`config.mk`:
```
export PLATFORM = sky130hd
export DESIGN_NAME = snn_rx_loader
export DESIGN_NICKNAME = d
export VERILOG_FILES = /design/src/rtl/snn_rx_loader.sv
export SDC_FILE = /design/constraint.sdc
export NUM_CORES = 1
export LEC_CHECK = 0
export BUFFER_PORTS_ARGS = -buffer_cell sky130_fd_sc_hd__buf_2
export CAP_MARGIN = 10
export CORE_UTILIZATION = 25
export DETAILED_ROUTE_END_ITERATION = 8
export SKIP_LAST_GASP = 1
export SLEW_MARGIN = 0
export SYNTH_ARGS = -nofsm -noshare
export SYNTH_HDL_FRONTEND = slang
export SYNTH_SLANG_ARGS = --single-unit
```
`constraint.sdc`:
```
create_clock -name clk -period 5 [get_ports clk]
set_input_delay 0.25 -clock clk [delete_from_list [all_inputs] [get_ports clk]]
set_output_delay 0.25 -clock clk [all_outputs]
set_load 0.1 [all_outputs]
```
`src/rtl/snn_rx_loader.sv`:
```
// Loads one binary image from the UART byte stream into the SNN pixel RAM, one pixel per cycle.
// After the last byte it pulses start to the core, then waits for done before taking the next image.
module snn_rx_loader #(
  parameter int unsigned NUM_BYTES = 98,
  parameter int unsigned ADDR_W    = 10
) (
  input  logic              clk,
  input  logic              rst,
  input  logic              rx_rdy,
  input  logic [7:0]        rx_data,
  input  logic              done,
  output logic              wr_en,
  output logic [ADDR_W-1:0] wr_addr,
  output logic              wr_data,
  output logic              start,
  output logic              loading,
  output logic              ovr_err
);

  localparam int unsigned BC_W = (NUM_BYTES > 1) ? $clog2(NUM_BYTES) : 1;
  localparam logic [BC_W-1:0] LAST_BYTE = BC_W'(NUM_BYTES - 1);

  typedef enum logic [2:0] {
    S_IDLE,
    S_WRITE,
    S_WAIT,
    S_START,
    S_RUN
  } state_t;

  state_t          state;
  logic [7:0]      byte_reg;
  logic [BC_W-1:0] byte_cnt;
  logic [2:0]      bit_cnt;
  logic [2:0]      bit_nxt;

  assign bit_nxt = bit_cnt + 3'd1;

  // Pixel address is the byte index with the bit index appended below it.
  function automatic logic [ADDR_W-1:0] pix_addr(input logic [BC_W-1:0] b,
                                                 input logic [2:0]      k);
    return ADDR_W'({b, k});
  endfunction

  // Outputs are registered alongside the state so the RAM port never sees rx_* combinationally.
  always_ff @(posedge clk) begin
    if (rst) begin
      state    <= S_IDLE;
      byte_reg <= '0;
      byte_cnt <= '0;
      bit_cnt  <= '0;
      wr_en    <= 1'b0;
      wr_addr  <= '0;
      wr_data  <= 1'b0;
      start    <= 1'b0;
      loading  <= 1'b0;
      ovr_err  <= 1'b0;
    end else begin
      wr_en <= 1'b0;
      start <= 1'b0;

      case (state)
        S_IDLE, S_WAIT: begin
          if (rx_rdy) begin
            byte_reg <= rx_data;
            bit_cnt  <= 3'd0;
            state    <= S_WRITE;
            wr_en    <= 1'b1;
            wr_addr  <= pix_addr(byte_cnt, 3'd0);
            wr_data  <= rx_data[0];
            loading  <= 1'b1;
          end
        end

        S_WRITE: begin
          if (bit_cnt == 3'd7) begin
            if (byte_cnt == LAST_BYTE) begin
              state   <= S_START;
              start   <= 1'b1;
              loading <= 1'b0;
            end else begin
              byte_cnt <= byte_cnt + BC_W'(1);
              state    <= S_WAIT;
            end
          end else begin
            bit_cnt <= bit_nxt;
            wr_en   <= 1'b1;
            wr_addr <= pix_addr(byte_cnt, bit_nxt);
            wr_data <= byte_reg[bit_nxt];
          end
        end

        S_START: begin
          state    <= S_RUN;
          byte_cnt <= '0;
        end

        S_RUN: begin
          if (done) state <= S_IDLE;
        end

        default: state <= S_IDLE;
      endcase

      // A byte that cannot be taken is dropped and flagged until the next reset.
      if (rx_rdy && (state == S_WRITE || state == S_START || state == S_RUN))
        ovr_err <= 1'b1;
    end
  end

endmodule

```
==> results of run 1 <==
-- per-stage QoR --
step / hold slack (ns) / area (um^2) / setup slack [ns]
after global placement: 0.446 / 1630 / 3.08
after CTS: 0.182 / 1750 / 2.99
after floorplan: 0.330 / 1460 / 2.63
final: 0.194 / 1750 / 3.05
after detailed placement: 0.447 / 1630 / 3.01
after global routing: 0.191 / 1750 / 2.84
-- worst min-delay path, cell delays in order --
cell	delay (ns)
buf_2	0.09
nand2_1	0.04
a21oi_1	0.05
-- layer usage --
metal  vias up  wire length, um
met5         -                0
met4         0               66
met1       559             1570
li1        639                -
met3         6              171
met2        36             1440
-- worst max-delay path by stage --
stage	from	end	slack (ns)
global route	state[2]	wr_en	2.84
CTS	state[2]	wr_en	2.99
floorplan	wr_addr[0]	byte_cnt[5]	2.63
global placement	wr_addr[0]	wr_en	3.08
detailed placement	state[2]	wr_en	3.01
finish	state[2]	wr_en	3.05
-- power by group through the flow --
stage               clock network (mW)  registers [mW]  logic [mW]
global route                     0.283           0.278      0.0757
finish                           0.263           0.277      0.0699
floorplan                            0           0.306      0.0331
global placement                     0           0.283      0.0708
CTS                              0.269           0.277      0.0709
detailed placement                   0           0.283      0.0708
-- area by class of cell --
class,instances,share of cell area [%]
clock inverters,1,1.72
inverters,3,0.643
clock buffers,7,4.93
multi-input cells,121,42.4
repair buffers,26,7.43
flip-flops and latches,33,37.7
well taps,72,5.15
-- cell families after synthesis --
kind of cell	after synthesis
AO/OA/AOI/OAI	48
adder cells (fa/ha/maj)	4
buffers and inverters	12
flip-flops	33
multiplexers	3
AND/OR/NAND/NOR	66
-- cell usage in the layout, fill, tap and decap left out, types with 2 or more instances in the layout --
cell type,instances
dfxtp_1,33
nand2_1,31
a21oi_1,27
buf_2,26
o21ai_0,8
nor2_1,8
clkbuf_8,6
nand3_1,5
or4_1,4
or3_1,4
ha_1,4
inv_1,3
nor3_1,3
a31oi_1,3
o21ai_1,3
nand2b_1,2
o31ai_1,2
mux4_2,2
a21oi_2,2
==> metrics.txt, run 1 <==
result of the run=completed; Post-layout nets=206; Int Power=0.453 mW; Pwr Total=0.610 mW; Detail Placement HPWL=2230 um; number of fillers in the final layout=591; number of unique standard cell types used by synthesis=33; critical path buffer and inverter count=0; wirelength, routed=3250 um; Mapped Nets=182; Post-CTS Setup Inserts=0; FFs w/ async S/R, synth=0%; Reg2Reg Depth=3; met2 global-route usage=17.0%; DP Cell Count=255; total grt overflow=0; critical path depth in cells=3; largest family of logic cells by synthesized area=simple AND/OR/NAND/NOR gates; Simple-Gate Fraction of Synth Area=24.4%; Clock transition at path regs=0.07 ns; number of gates given a new drive strength after cts=0; max reg flops=10; worst supply voltage drop on vdd=159 uV; peak per-stage delay on the critical path=0.86 ns; total negative slack=0 ns; highest achievable clock rate=513 MHz; post-synthesis register bit count=33; Worst setup EP type=flop; final standard cell count with taps included and fillers excluded=263; vias after detailed routing=1240; weighted congestion reported at the end of routability-driven placement=0.730; Syn Inst Count=166; sequential element share of the synthesized area=45.2%; startpoint of the worst-slack reg-to-reg timing path=state[2]; P per Cell Area=349 nW/um^2; Final Util=31.4%; Max stage delay cell, worst path=nor3b_2; average via count per standard cell=4.71; fraction of final layout cells with drive strength greater than 1=24.1%; class of the worst hold path=in -> reg; CP startpoint kind=flop; met1 Usage GRT=14.4%; Final period util=39.0%; setup slack of the worst register-to-register path=3.05 ns; number of antenna violations at the first check in global routing=0; pins over their slew limit=0; power share of the combinational group=11.5%; XOR/XNOR share of the synthesized area=0%; max-cap viol count=0; relative max-transition margin=34.3%; register area=661 um^2; buffers added on ports=26; Synthesis Warnings=0; kind of cell with the highest combined delay on the critical path=simple AND/OR/NAND/NOR gates; cell type with the highest aggregate area in the netlist=dfxtp_1; RR Endpoint=wr_en; global routing met3 resource utilization=3.84%; switch share=25.8%; DRC violation total after the first TritonRoute iteration=86; P&R area growth vs syn=19.9%; vias in the first global route=1090; adder and majority gate portion of the synthesized area=3.43%; slew at the pin closest to its max-slew limit=0.981 ns; CP Max Fanout=17; post-synthesis mux area share=3.86%; number of flops mapped to enable cells by yosys=0; initial core utilization=26.2%; H-tree depth=2; power share of the clock group=43.1%; synthesized area per cell=8.80 um^2; TritonCTS clock tree=yes; CTS Buf Count=5; leakage=0.649 nW; wire length per cell=12.3 um; DR pass1 iterations=4; CTS Hold Bufs=0; Net Switching=0.158 mW; number of buffers on the longest clock path=2; Diodes inserted=0; wire length of the first global-routing pass=5310 um; remaining routing DRC violations=0; global-route total usage across every layer=11.4%; die area=6150 um^2; combined area of the multi-input logic cells=742 um^2; number of sinks on the clock net=33; WP data required=5.19 ns; die extent in y=78.4 um; hold-critical path depth=3; main flop type after synthesis=dfxtp_1; Period minus WS final=1.95 ns; sequential power share=45.4%; cell chain of the critical path=nor3b_2 -> nor2_2 -> a2111oi_2; signal arrival time at the worst endpoint=2.15 ns; complex-gate fraction of the synthesized area=19.1%; type of the worst setup path=reg -> reg; Die Span X=78.4 um; Commonest cells post-synth=dfxtp_1 (33), nand2_1 (31), a21oi_1 (27); maximum number of pins on one net before global-route repair=30; I/O pin count=27; cell with the most instances after synthesis=dfxtp_1; area share of the leading cell type in the synthesized netlist=45.2%; Worst Hold Launch=rx_data[1]; endpoint of the worst hold-timing path=byte_reg[1]; clock insertion delay at the later pin of the skew report=0.29 ns; Clock Tree Root=clkbuf_8; largest cells by area after synthesis=dfxtp_1 (45%), a21oi_1 (9.3%), nand2_1 (8.0%); Core Area=5570 um^2; endpoints failing setup=0; unrepaired setup endpoints after global routing=false; Core Rows=27; Netlist Area Pre-Place=1460 um^2; antenna-violating nets left=0; most heavily used metal layer in global routing=met2; Hold Violations, Final=0; final clock skew=0.00424 ns
Note: power is estimated with default switching activity, not from simulation.
==> run 2: changes to the inputs <==
--- a/config.mk
+++ b/config.mk
@@ -5,6 +5,7 @@
 export SDC_FILE = /design/constraint.sdc
 export NUM_CORES = 1
 export LEC_CHECK = 0
+export ABC_AREA = 1
 export BUFFER_PORTS_ARGS = -buffer_cell sky130_fd_sc_hd__buf_2
 export CAP_MARGIN = 10
 export CORE_UTILIZATION = 25
==> constraint.sdc (replaced) <==
create_clock -name clk -period 1.7 [get_ports clk]
set_input_delay 0.085 -clock clk [delete_from_list [all_inputs] [get_ports clk]]
set_output_delay 0.085 -clock clk [all_outputs]
set_load 0.1 [all_outputs]
==> run 2 against run 1 <==
  * Hold slack worse by 0.13 ns
  * First-iteration DRC count is 15% lower
  * Core utilization decreased by 0.079 points
  * Synthesized cell count is 25% higher
  * Total power rose to 3.6 times the previous value
  * Register-to-register slack worse by 2.9 ns
  * Clock skew is 0.0016 ns lower
  * Critical path type unchanged
  * Critical endpoint is now byte_cnt[5]
  * Largest power group unchanged
==> metrics.txt, run 2 <==
result of the run=completed; total negative slack=0 ns (unchanged); wirelength, routed=3220 um (-0.83%); leakage=0.784 nW (+21%); endpoints failing setup=0 (unchanged); global-route total usage across every layer=11.3% (-0.057 points); slew at the pin closest to its max-slew limit=0.489 ns (-0.492 ns); main flop type after synthesis=dfxtp_1; weighted congestion reported at the end of routability-driven placement=0.830 (+14%); WP data required=1.92 ns (-3.27 ns); DR pass1 iterations=4 (unchanged); Mapped Nets=224 (+23%); die area=6510 um^2 (+5.8%); clock insertion delay at the later pin of the skew report=0.28 ns (about the same); area share of the leading cell type in the synthesized netlist=42.7% (-2.6 points); Core Area=5960 um^2 (+6.8%); Clock Tree Root=clkbuf_8; Post-layout nets=254 (+23%); Post-CTS Setup Inserts=0 (unchanged); Syn Inst Count=208 (+25%); wire length of the first global-routing pass=5810 um (+9.5%); number of buffers on the longest clock path=2 (unchanged); CP Max Fanout=11 (-6); final clock skew=0.00265 ns (-0.00159 ns); post-synthesis register bit count=33 (unchanged); Hold Violations, Final=0 (unchanged); cell type with the highest aggregate area in the netlist=dfxtp_1; H-tree depth=2 (unchanged); average via count per standard cell=4.38 (-7.1%); TritonCTS clock tree=yes; unrepaired setup endpoints after global routing=false; commonest non-fill, non-tap cells in the layout=nand2_1 (39), nor2_1 (30), dfxtp_1 (30), inv_1 (26), buf_2 (26); P per Cell Area=1190 nW/um^2 (+240%); number of fillers in the final layout=654 (+11%); largest cells by area after synthesis=dfxtp_1 (43%), nand2_1 (9.5%), nor2_1 (7.3%); Commonest cells post-synth=nand2_1 (39), dfxtp_1 (33), nor2_1 (30); total cell area at the placement stage=1770 um^2 (+8.1%); class of the worst hold path=in -> reg; max-cap viol count=0 (unchanged); type of the worst setup path=reg -> reg; Detail Placement HPWL=2480 um (+11%); wire length per cell=10.2 um (-17%); Period minus WS final=1.54 ns (-0.407 ns); sequential element share of the synthesized area=42.7% (-2.6 points); Diodes inserted=0 (unchanged); vias in the first global route=1368 (+26%); number of antenna violations at the first check in global routing=0 (unchanged); vias after detailed routing=1376 (+11%); Netlist Area Pre-Place=1550 um^2 (+6.0%); max reg flops=10 (unchanged); DRC violation total after the first TritonRoute iteration=73 (-15%); Final period util=90.8% (+52 points); P&R area growth vs syn=20.5%; CTS Hold Bufs=0 (unchanged); relative max-transition margin=67.6% (+33 points); initial core utilization=26.0% (-0.21 points); number of gates given a new drive strength after cts=0 (unchanged); Die Span X=80.7 um (+2.9%); CP startpoint kind=flop; die extent in y=80.7 um (+2.9%); pins over their slew limit=0 (unchanged); total grt overflow=0 (unchanged); antenna-violating nets left=0 (unchanged); area of all placed cells without fillers=1870 um^2 (+6.6%); Pwr Total=2.22 mW (+260%); number of flops mapped to enable cells by yosys=0 (unchanged); maximum number of pins on one net before global-route repair=18 (-40%); Synthesis Warnings=0 (unchanged); synthesized area per cell=7.44 um^2 (-15%); Worst setup EP type=flop; remaining routing DRC violations=0 (unchanged); cell with the most instances after synthesis=nand2_1; Clock transition at path regs=0.06 ns (about the same); number of sinks on the clock net=33 (unchanged); I/O pin count=27 (unchanged); Core Rows=28 (+3.7%); FFs w/ async S/R, synth=0% (unchanged); CTS Buf Count=5 (unchanged); number of unique standard cell types used by synthesis=27 (-18%); worst supply voltage drop on vdd=476 uV (+200%); highest achievable clock rate=648 MHz (+26%); most frequent standard cell in the layout excluding fill and tap cells=nand2_1; signal arrival time at the worst endpoint=1.76 ns (-0.39 ns); Final Util=31.3% (-0.079 points); fraction of final layout cells with drive strength greater than 1=21.3% (-2.7 points); buffers added on ports=26 (unchanged)
-- run 2: layer usage --
layer  vias up  routed length [um]  part of all wire (%)  global-route usage [%]
li1        736                   -                     -                       -
met5         -                   0                     0                       0
met4         0                  59                   1.8                    5.54
met2        21                1470                    46                    18.7
met3         7                 136                   4.2                    2.50
met1       612                1560                    48                    13.8
-- run 2: kinds of logic (layout without fill, tap and decap cells) --
family	after synthesis	count (layout)	share of synthesized area, %
and+or+nand+nor	94	94	28.2
AOI/OAI and AO/OA	44	44	17.0
DFF	33	33	42.7
buffers and inverters	33	64	8.89
adders and majority gates	4	4	3.23
-- run 2: worst paths after layout --
kind,start,end,slack (ns),depth (start not counted)
worst max-delay path,wr_addr[0],byte_cnt[5],0.16,8
worst min-delay path,done,state[2],0.06,4
worst max register to register,wr_addr[0],byte_cnt[5],0.16,8
worst min register to register,byte_reg[0],byte_reg[0],0.45,2
-- run 2: area by class of cell --
type,instances,area [um^2],share of cell area (%)
inverters,27,101,5.43
well taps,75,93.8,5.03
flip-flops and latches,33,669,35.9
clock buffers,8,90.1,4.83
multi-input cells,142,758,40.6
repair buffers,29,153,8.18
-- run 2: metrics by stage --
| stage | instances | hold WS [ns] | setup WS, ns |
|---|---|---|---|
| global route | 314 | 0.0844 | 0.0202 |
| global placement | 306 | 0.345 | 0.197 |
| detailed placement | 306 | 0.350 | 0.151 |
| floorplan | 208 | 0.242 | 0.0859 |
| CTS | 314 | 0.0526 | 0.138 |
| finish | 314 | 0.0610 | 0.156 |
-- run 2: where the power goes --
| group | total [mW] | switching (mW) | internal (mW) | leakage [nW] |
|---|---|---|---|---|
| Combinational | 0.724 | 0.568 | 0.156 | 0.466 |
| Sequential | 0.901 | 0.0491 | 0.852 | 0.272 |
| Clock | 0.597 | 0.268 | 0.330 | 0.0455 |
| Total | 2.22 | 0.885 | 1.34 | 0.784 |
-- run 2: critical path, stage by stage (launching register included) --
cell	delay, ns
dfxtp_4	0.41
ha_1	0.16
ha_1	0.19
inv_1	0.12
a21oi_4	0.27
nand2_4	0.10
nor2_1	0.11
nor2_1	0.04
nor2_1	0.07
==> run 3: changes to the inputs <==
--- a/config.mk
+++ b/config.mk
@@ -8,8 +8,9 @@
 export ABC_AREA = 1
 export BUFFER_PORTS_ARGS = -buffer_cell sky130_fd_sc_hd__buf_2
 export CAP_MARGIN = 10
-export CORE_UTILIZATION = 25
+export CORE_UTILIZATION = 49
 export DETAILED_ROUTE_END_ITERATION = 8
+export PLACE_DENSITY = 0.74
 export SKIP_LAST_GASP = 1
 export SLEW_MARGIN = 0
 export SYNTH_ARGS = -nofsm -noshare
==> constraint.sdc (replaced) <==
create_clock -name clk -period 1.7 [get_ports clk]
set_input_delay 0.255 -clock clk [delete_from_list [all_inputs] [get_ports clk]]
set_output_delay 0.255 -clock clk [all_outputs]
set_load 0.1 [all_outputs]
==> run 3 against run 2 <==
  * Fmax fell by 1.0%
  * Non-clock buffer count fell by 2
  * Combinational power fell by 2.9%
  * First-iteration DRC count fell by 29%
  * Total power fell by 7.9%
  * Via count fell by 2.2%
  * Setup slack got worse by 0.016 ns
  * Design area fell by 5.2%
  * Largest cell class unchanged
  * Final cell count fell by 11%
  * Clock-buffer cell count fell by 1
  * Global-route usage rose by 7.5 points
  * Routed wire length fell by 8.8%
==> metrics.txt, run 3 (synthesis results as in run 2) <==
result of the run=completed; number of antenna violations at the first check in global routing=0 (unchanged); endpoints failing setup=0 (unchanged); weighted congestion reported at the end of routability-driven placement=0.883 (+6.4%); CP startpoint kind=flop; antenna-violating nets left=0 (unchanged); Core Area=3030 um^2 (-49%); power share of the combinational group=34.4% (+1.8 points); buffers added on ports=26 (unchanged); number of fillers in the final layout=306 (-53%); signal arrival time at the worst endpoint=1.80 ns (+0.04 ns); Detail Placement HPWL=2220 um (-10%); unrepaired setup endpoints after global routing=false; final standard cell count with taps included and fillers excluded=280 (-11%); fraction of final layout cells with drive strength greater than 1=20.8% (-0.58 points); vias in the first global route=1106 (-19%); pins over their slew limit=0 (unchanged); Final period util=91.7% (+0.92 points); Int Power=1.19 mW (-11%); hold-critical path depth=4 (unchanged); most frequent standard cell in the layout excluding fill and tap cells=nand2_1; startpoint of the worst-slack reg-to-reg timing path=wr_addr[0]; Worst Hold Launch=done; setup slack of the worst register-to-register path=0.14 ns (-0.02 ns); Post-layout nets=252 (-0.79%); wirelength, routed=2940 um (-8.8%); relative max-transition margin=67.9% (+0.25 points); H-tree depth=2 (unchanged); total grt overflow=0 (unchanged); die area=3390 um^2 (-48%); commonest non-fill, non-tap cells in the layout=nand2_1 (39), nor2_1 (30), dfxtp_1 (30), inv_1 (26), buf_2 (26); Diodes inserted=0 (unchanged); endpoint of the worst hold-timing path=state[2]; Net Switching=0.855 mW (-3.4%); Post-CTS Setup Inserts=0 (unchanged); most heavily used metal layer in global routing=met2; Clock transition at path regs=0.09 ns (+0.03 ns); wire length of the first global-routing pass=4720 um (-19%); max-cap viol count=0 (unchanged); leakage=0.760 nW (-3.1%); max reg flops=10 (unchanged); Hold Violations, Final=0 (unchanged); CTS Hold Bufs=0 (unchanged); met1 Usage GRT=24.0% (+10 points); P per Cell Area=1160 nW/um^2 (-2.8%); average via count per standard cell=4.81 (+9.7%); die extent in y=58.2 um (-28%); initial core utilization=51.1% (+25 points); global routing met3 resource utilization=6.70% (+4.2 points); I/O pin count=27 (unchanged); slew at the pin closest to its max-slew limit=0.485 ns (-0.00378 ns); vias after detailed routing=1346 (-2.2%); clock insertion delay at the later pin of the skew report=0.34 ns (+0.06 ns); Core Rows=20 (-29%); remaining routing DRC violations=0 (unchanged); number of sinks on the clock net=33 (unchanged); WP data required=1.94 ns (+0.02 ns); global-route total usage across every layer=18.8% (+7.5 points); DR pass1 iterations=4 (unchanged); final clock skew=0.00478 ns (+0.00213 ns); number of gates given a new drive strength after cts=0 (unchanged); class of the worst hold path=in -> reg; highest achievable clock rate=641 MHz (-1.0%); CTS Buf Count=5 (unchanged); type of the worst setup path=reg -> reg; Reg2Reg Depth=8 (unchanged); DRC violation total after the first TritonRoute iteration=52 (-29%); total negative slack=0 ns (unchanged); wire length per cell=10.5 um (+2.3%); maximum number of pins on one net before global-route repair=18 (unchanged); Worst setup EP type=flop; number of buffers on the longest clock path=2 (unchanged); met2 global-route usage=28.7% (+10 points); Clock Tree Root=clkbuf_4; Period minus WS final=1.56 ns (+0.0157 ns); DP Cell Count=273 (-11%); RR Endpoint=wr_addr[5]; sequential power share=43.9% (+3.4 points); CP Max Fanout=17 (+6); power share of the clock group=21.8% (-5.1 points); Die Span X=58.2 um (-28%); TritonCTS clock tree=yes; switch share=41.8% (+1.9 points); worst supply voltage drop on vdd=490 uV (+3.0%); P&R area growth vs syn=14.2%
[run 3: changes by cell type in the layout (fill, tap and decap cells not counted)]
| cell | change |
|---|---|
| buf_4 | -2 |
| nand2_4 | +1 |
| clkbuf_1 | -1 |
| nand2_8 | -1 |
| clkbuf_8 | -5 |
| clkbuf_4 | +5 |
[run 3: area by class of cell]
cell class	count	area, um^2	share of cell area, %
tap	44	55.1	3.11
timing repair buffer	27	138	7.78
sequential	33	669	37.9
clock buffer	7	55.1	3.11
multi-input combinational	142	749	42.4
inverter	27	101	5.73
[run 3: critical path, cell delays in order, from the launching register on]
cell	delay [ns]
dfxtp_4	0.39
ha_1	0.20
ha_1	0.21
inv_1	0.16
nand2_4	0.09
nand2_4	0.16
inv_1	0.11
nand2_1	0.08
a21oi_2	0.05
[run 3: worst max-delay path by stage]
stage                    start           to  slack (ns)  depth (start not counted)
floorplan           wr_addr[2]  byte_cnt[5]        0.09                          6
detailed placement  wr_addr[0]   wr_addr[5]        0.16                          8
CTS                 wr_addr[0]   wr_addr[5]        0.13                          8
global placement    wr_addr[0]   wr_addr[5]        0.20                          8
global route        wr_addr[0]   wr_addr[2]        0.03                          8
finish              wr_addr[0]   wr_addr[5]        0.14                          8
[run 3: stage by stage]
stage	util [%]	hold slack [ns]	power [mW]	setup slack, ns	cell area (um^2)
after CTS	58.4	0.150	2.07	0.133	1770
final	58.4	0.157	2.05	0.141	1770
after floorplan	-	0.412	1.53	0.0859	1560
after global routing	58.4	0.157	2.16	0.0266	1770
after global placement	56.6	0.440	1.62	0.200	1710
after detailed placement	56.6	0.445	1.63	0.159	1710
[run 3: power groups by stage]
stage | Combinational (mW) | Clock (mW) | Sequential (mW)
5_1_grt | 0.756 | 0.500 | 0.909
3_3_place_gp | 0.701 | 0 | 0.915
2_1_floorplan | 0.297 | 0 | 1.24
6_report | 0.703 | 0.446 | 0.898
4_1_cts | 0.708 | 0.462 | 0.899
3_5_place_dp | 0.708 | 0 | 0.917
[run 3: metal layers]
layer  vias up  routed length, um  part of all wire [%]
met2        25               1270                    43
met5         -                  0                     0
met1       590               1500                    51
met4         0                 35                   1.2
li1        727                  -                     -
met3         4                132                   4.5
